$ cat config.mk
export PLATFORM = sky130hd
export DESIGN_NAME = mult_reg_sequencer
export DESIGN_NICKNAME = d
export VERILOG_FILES = /design/src/rtl/mult_reg_sequencer_pkg.sv /design/src/rtl/mult_reg_sequencer_lsb_priority_enc.sv /design/src/rtl/mult_reg_sequencer.sv
export SDC_FILE = /design/constraint.sdc
export NUM_CORES = 1
export LEC_CHECK = 0
export ABC_AREA = 1
export CAP_MARGIN = 20
export CORE_MARGIN = 2
export CORE_UTILIZATION = 51
export DETAILED_ROUTE_END_ITERATION = 12
export HOLD_SLACK_MARGIN = 0.06
export PLACE_DENSITY_LB_ADDON = 0.3
export SLEW_MARGIN = 20
export SYNTH_ARGS = -nofsm -noshare
export SYNTH_HDL_FRONTEND = slang
export SYNTH_SLANG_ARGS = --single-unit
$ cat constraint.sdc
create_clock -name clk_i -period 2.45 [get_ports clk_i]
set_input_delay 0.49 -clock clk_i [delete_from_list [all_inputs] [get_ports clk_i]]
set_output_delay 0.49 -clock clk_i [all_outputs]
set_load 0.1 [all_outputs]
$ cat src/rtl/mult_reg_sequencer_pkg.sv
// Shared definitions for the Thumb multi-register transfer sequencer:
// register numbers, opcode constants and the sequencer state type.
package mult_reg_sequencer_pkg;

  localparam int unsigned GEN_ADDR_WIDTH = 4;
  localparam int unsigned SP_REG_NUM     = 13;
  localparam int unsigned LR_REG_NUM     = 14;
  localparam int unsigned PC_REG_NUM     = 15;

  localparam logic [6:0] OP_PUSH = 7'b1011010;
  localparam logic [6:0] OP_POP  = 7'b1011110;
  localparam logic [4:0] OP_STM  = 5'b11000;
  localparam logic [4:0] OP_LDM  = 5'b11001;

  typedef enum logic [1:0] {
    IDLE,
    XFER,
    WB
  } seq_state_t;

  function automatic logic [4:0] popcount16(input logic [15:0] v);
    logic [4:0] c;
    c = '0;
    for (int unsigned i = 0; i < 16; i++) begin
      c = c + 5'(v[i]);
    end
    return c;
  endfunction

endpackage

$ cat src/rtl/mult_reg_sequencer_lsb_priority_enc.sv
// Lowest-set-bit encoder over a 16-bit register list; combinational.
module lsb_priority_enc (
  input  logic [15:0] vec_i,
  output logic [3:0]  idx_o,
  output logic        valid_o
);

  always_comb begin
    idx_o   = '0;
    valid_o = |vec_i;
    // Scan from the top so the lowest set bit wins last.
    for (int unsigned i = 16; i > 0; i--) begin
      if (vec_i[i-1]) begin
        idx_o = 4'(i - 1);
      end
    end
  end

endmodule

$ cat src/rtl/mult_reg_sequencer.sv
// Expands PUSH/POP/STM/LDM into one registered micro-op per register,
// followed by an optional base-writeback micro-op.
module mult_reg_sequencer
  import mult_reg_sequencer_pkg::*;
#(
  parameter int unsigned ADDR_WIDTH = GEN_ADDR_WIDTH,
  parameter int unsigned OFF_WIDTH  = 8
) (
  input  logic                        clk_i,
  input  logic                        rst_i,
  input  logic                        start_i,
  input  logic [15:0]                 instruction_i,
  input  logic                        stall_i,
  output logic                        ready_o,
  output logic                        busy_o,
  output logic                        uop_valid_o,
  output logic                        uop_is_load_o,
  output logic                        uop_wb_o,
  output logic [ADDR_WIDTH-1:0]       uop_data_reg_o,
  output logic [ADDR_WIDTH-1:0]       uop_base_reg_o,
  output logic signed [OFF_WIDTH-1:0] uop_offset_o
);

  seq_state_t                   state_q, state_d;
  logic [15:0]                  list_q, list_d;
  logic [ADDR_WIDTH-1:0]        base_q, base_d;
  logic [ADDR_WIDTH-1:0]        data_q, data_d;
  logic                         load_q, load_d;
  logic                         wb_q, wb_d;
  logic                         wbreq_q, wbreq_d;
  logic signed [OFF_WIDTH-1:0]  off_q, off_d;
  logic signed [OFF_WIDTH-1:0]  wboff_q, wboff_d;

  logic [15:0]                  dec_list;
  logic                         dec_match, dec_push, dec_load, dec_wb;
  logic [ADDR_WIDTH-1:0]        dec_base;
  logic signed [OFF_WIDTH-1:0]  four_n;

  logic [15:0]                  enc_in;
  logic [3:0]                   enc_idx;
  logic                         enc_valid;

  always_comb begin
    dec_list  = '0;
    dec_match = 1'b0;
    dec_push  = 1'b0;
    dec_load  = 1'b0;
    dec_wb    = 1'b0;
    dec_base  = '0;
    if (instruction_i[15:9] == OP_PUSH) begin
      dec_match = 1'b1;
      dec_push  = 1'b1;
      dec_wb    = 1'b1;
      dec_base  = ADDR_WIDTH'(SP_REG_NUM);
      dec_list  = {1'b0, instruction_i[8], 6'b0, instruction_i[7:0]};
    end else if (instruction_i[15:9] == OP_POP) begin
      dec_match = 1'b1;
      dec_load  = 1'b1;
      dec_wb    = 1'b1;
      dec_base  = ADDR_WIDTH'(SP_REG_NUM);
      dec_list  = {instruction_i[8], 7'b0, instruction_i[7:0]};
    end else if (instruction_i[15:11] == OP_STM) begin
      dec_match = 1'b1;
      dec_wb    = 1'b1;
      dec_base  = ADDR_WIDTH'(instruction_i[10:8]);
      dec_list  = {8'b0, instruction_i[7:0]};
    end else if (instruction_i[15:11] == OP_LDM) begin
      dec_match = 1'b1;
      dec_load  = 1'b1;
      // A loaded base overrides writeback.
      dec_wb    = ~instruction_i[instruction_i[10:8]];
      dec_base  = ADDR_WIDTH'(instruction_i[10:8]);
      dec_list  = {8'b0, instruction_i[7:0]};
    end
    four_n = OFF_WIDTH'({popcount16(dec_list), 2'b00});
  end

  // One encoder serves both the initial pick and the remaining-list scan.
  assign enc_in = (state_q == IDLE) ? dec_list : list_q;

  lsb_priority_enc u_enc (
    .vec_i   (enc_in),
    .idx_o   (enc_idx),
    .valid_o (enc_valid)
  );

  always_comb begin
    state_d = state_q;
    list_d  = list_q;
    base_d  = base_q;
    data_d  = data_q;
    load_d  = load_q;
    wb_d    = wb_q;
    wbreq_d = wbreq_q;
    off_d   = off_q;
    wboff_d = wboff_q;
    unique case (state_q)
      IDLE: begin
        if (start_i && dec_match && enc_valid) begin
          state_d = XFER;
          list_d  = dec_list & ~(16'b1 << enc_idx);
          data_d  = ADDR_WIDTH'(enc_idx);
          base_d  = dec_base;
          load_d  = dec_load;
          wb_d    = 1'b0;
          wbreq_d = dec_wb;
          off_d   = dec_push ? -four_n : '0;
          wboff_d = dec_push ? -four_n : four_n;
        end
      end
      XFER: begin
        if (!stall_i) begin
          if (enc_valid) begin
            list_d = list_q & ~(16'b1 << enc_idx);
            data_d = ADDR_WIDTH'(enc_idx);
            off_d  = off_q + OFF_WIDTH'(4);
          end else if (wbreq_q) begin
            state_d = WB;
            data_d  = base_q;
            off_d   = wboff_q;
            wb_d    = 1'b1;
            load_d  = 1'b0;
          end else begin
            state_d = IDLE;
            {list_d, base_d, data_d, load_d, wb_d, wbreq_d} = '0;
            {off_d, wboff_d} = '0;
          end
        end
      end
      WB: begin
        if (!stall_i) begin
          state_d = IDLE;
          {list_d, base_d, data_d, load_d, wb_d, wbreq_d} = '0;
          {off_d, wboff_d} = '0;
        end
      end
      default: state_d = IDLE;
    endcase
  end

  always_ff @(posedge clk_i or posedge rst_i) begin
    if (rst_i) begin
      state_q <= IDLE;
      list_q  <= '0;
      base_q  <= '0;
      data_q  <= '0;
      load_q  <= 1'b0;
      wb_q    <= 1'b0;
      wbreq_q <= 1'b0;
      off_q   <= '0;
      wboff_q <= '0;
    end else begin
      state_q <= state_d;
      list_q  <= list_d;
      base_q  <= base_d;
      data_q  <= data_d;
      load_q  <= load_d;
      wb_q    <= wb_d;
      wbreq_q <= wbreq_d;
      off_q   <= off_d;
      wboff_q <= wboff_d;
    end
  end

  assign ready_o        = (state_q == IDLE);
  assign busy_o         = (state_q != IDLE);
  assign uop_valid_o    = busy_o;
  assign uop_is_load_o  = load_q;
  assign uop_wb_o       = wb_q;
  assign uop_data_reg_o = data_q;
  assign uop_base_reg_o = base_q;
  assign uop_offset_o   = off_q;

endmodule

==> impl_metrics.py <==
metrics = {
    "placed_design": {
        "place.detailed.hpwl_mm": 7.44,
        "io_buffers": 40,
        "dp.cells": 629,
        "place_area_um2": 4430,
        "gp_congestion": 0.945,
    },
    "cts": {
        "clkLatencyLatePin_ns": 0.31,
        "clkSinkCount": 45,
        "cts_buffers": 5,
        "clockBufferDepth": 2,
        "cts-htree-levels": 2,
        "cts-root-buf": "clkbuf_8",
        "cts_tree": "built",
        "clk_pin_slew_worst_paths_ns": 0.11,
        "cts_hold_buf": 0,
    },
    "logic_synthesis": {
        "synth_cell_types": 42,
        "yosysTopAreaCell": "dfrtp_1",
        "synth-edff-count": 0,
        "yosys_warnings": 0,
        "ys_top_cells_by_area": "dfrtp_1 34%, nand2_1 16%, inv_1 5.5%",
        "yosysSeqAreaShare": 0.343,
        "synth.most_common_cell": "nand2_1",
        "ys_top_cells_by_count": "138 x nand2_1, 48 x inv_1, 45 x dfrtp_1",
        "synthCells": 453,
        "synth_top_area_frac": 0.343,
        "netlist_area_um2": 3280,
        "ys_async_sr_fraction": 1.00,
        "synth.avg_cell_area_um2": 7.24,
        "synth_ff_type": "dfrtp_1",
        "synth_fp_nets": 488,
        "synth-seq-cells": 45,
    },
    "final_layout": {
        "stdcell_area_um2": 5310,
        "multiInputGateArea_um2": 2310,
        "antenna_cells": 0,
        "drive_above_1_share": 0.461,
        "fill_cells": 343,
        "syn2layout_area_growth_pct": 61.9,
        "layout.nets": 643,
        "regArea_um2": 1130,
        "final_cells": 686,
    },
    "routing": {
        "via_per_inst": 6.31,
        "drt-total-wl_mm": 15.3,
        "vias": 4331,
        "drt_first_pass_iters": 5,
        "routedWlPerCell_um": 22.3,
        "drc": 0,
        "ant_nets": 0,
        "drt-initial-drc-count": 425,
    },
    "worst_setup_path": {
        "cp-start-kind": "input port",
        "cp.required_ns": 2.69,
        "end_kind": "register",
        "cpMaxStageDelayCell": "fa_1",
        "worstSetupPathType": "input port to register",
        "cpMostUsedCell": "fa_1",
        "rr_startpoint": "state_q[0]",
        "critPathMaxFanout": 6,
        "slowest_delay_ns": 0.57,
        "cp-startpoint": "instruction_i[12]",
        "worstPathCellList": "buf_6, buf_6, nor4_4, nor2_2, nand2_4, nand2_4, fa_1, fa_1, fa_1, inv_2, ha_4, fa_2, inv_2, ha_4, nand2_2, nor2_1, nor2_2, a21oi_2, nand2_1, o31ai_2, o21ai_1",
        "worstPathArrival_ns": 4.74,
    },
    "pwr": {
        "p_switching_mw": 4.42,
        "finalPower_mw": 7.81,
        "p_int_mw": 3.39,
        "irDropWorstVdd_mv": 1.94,
        "power_density_nw_per_um2": 1470,
        "clockPowerShare": 0.065,
        "leakagePower_nw": 2.59,
        "p_comb_frac": 0.807,
        "netSwitchingFraction": 0.566,
        "p_seq_frac": 0.128,
    },
    "floorplan": {
        "coreArea_um2": 6280,
        "fp.dieW_um": 84.2,
        "die-area_um2": 7090,
        "start_util": 0.523,
        "io_pins": 41,
        "rows": 29,
        "die_h_um": 84.2,
    },
    "timing": {
        "rsz0062_at_grt": "true",
        "finalSetupViolations": 45,
        "tightest_slew_ns": 0.632,
        "final-hold-violation-count": 0,
        "slew_violations": 0,
        "worst_slack_ns": -2.06,
        "slew_headroom": 0.576,
        "timing.final.crit_period_ns": 4.51,
        "whs_ns": 0.470,
        "clock-skew-final_ns": 0.0112,
        "max_freq_mhz": 222,
        "post-route-period-util": 1.84,
    },
    "run_status": {
        "violations": "negative setup slack",
        "status": "complete, but fails checks",
    },
    "grt": {
        "antenna_found_initial": 0,
        "grt_overflow": 0,
        "grt_start_max_net_pins": 24,
        "grt_usage": 0.339,
        "grt_pass1_vias": 4043,
        "grt_pass1_wl_mm": 19.2,
    },
    "flow_run": {
        "max_cap_violations": 0,
    },
    "hold_path": {
        "hp-class": "input port to asynchronous set/reset pin",
    },
}
==> stage by stage <==
stage               utilization  TNS [ns]  worst slack, ns
floorplan                     -    -18.28            -1.68
global placement          0.706    -62.40            -2.40
detailed placement        0.706    -64.57            -2.55
CTS                       0.785    -30.52            -1.72
global route              0.846    -64.43            -2.11
finish                    0.846    -59.53            -2.06
==> per-layer routing <==
metal,track usage,routed length (µm)
met1,0.390,5100
met5,0,0
met3,0.0728,1530
met4,0.204,1370
met2,0.578,7260
==> critical path: cells and delay by family <==
family                   cells  cell delay, ns
buffers and inverters        4            0.37
AO/OA/AOI/OAI                3            0.29
AND/OR/NAND/NOR              8            1.14
adder cells (fa/ha/maj)      6            2.43
==> path summary, 6_finish.rpt <==
kind                       slack (ns)  cells past startpoint                 to
hold / removal                   0.47                      2  uop_data_reg_o[1]
min in group clk_i               0.50                      2           uop_wb_o
hold reg to reg                  0.50                      2           uop_wb_o
max in group asynchronous        1.32                      3         wboff_q[2]
setup / recovery                -2.06                     21    uop_offset_o[6]
setup reg to reg                -0.26                     18    uop_offset_o[2]
==> layout make-up <==
type / count / share of cell area
Inverter: 57 / 0.0478
Tap cell: 77 / 0.0181
Clock buffer: 5 / 0.0130
Timing Repair inverter: 4 / 0.00801
Clock inverter: 3 / 0.00471
Sequential cell: 45 / 0.212
Multi-Input combinational cell: 338 / 0.436
Timing Repair Buffer: 157 / 0.260
==> logic make-up (layout without fill, tap and decap cells) <==
kind of cell / after synthesis / in the layout / share of synthesized area
and+or+nand+nor: 220 / 220 / 0.301
AOI/OAI and AO/OA: 99 / 99 / 0.184
buffers and inverters: 70 / 226 / 0.0904
DFF: 45 / 45 / 0.343
adders and majority gates: 15 / 15 / 0.0709
xor gates and xnor gates: 4 / 4 / 0.0107
==> power by group through the flow <==
stage	logic [mW]	clock network [mW]	registers (mW)
2_1_floorplan	2.59	0	1.44
3_3_place_gp	4.69	0	0.987
3_5_place_dp	4.75	0	0.994
4_1_cts	5.05	0.505	0.982
5_1_grt	6.52	0.534	1.01
6_report	6.31	0.507	1.00
==> placed cells by master, fill, tap and decap left out, types with 7 or more instances in the layout <==
cell type	n
nand2_1	112
buf_4	111
dfrtp_1	45
inv_1	36
nand2_2	23
nor2_1	23
buf_6	22
o21ai_1	19
o21ai_2	17
o21ai_0	17
nand2_4	15
inv_2	14
nand3_1	14
clkdlybuf4s50_1	12
o22ai_1	11
nor2_4	9
nand4_1	7
buf_12	7
==> state kept, by name (all words and copies together), names as in the netlist <==
name / count
list_q: 16
uop_offset_o: 8
wboff_q: 8
uop_base_reg_o: 4
uop_data_reg_o: 4
state_q: 2
uop_is_load_o: 1
uop_wb_o: 1
wbreq_q: 1
==> timing repair <==
action | in CTS | in global routing
pin swaps | 32 | 25
setup buffers | 35 | 16
resized for setup | 80 | 69
gates cloned | 1 | 3
endpoints found under the hold margin | 0 | 0
setup endpoints to repair | 45 | 45
(Power assumes the default switching activity.)
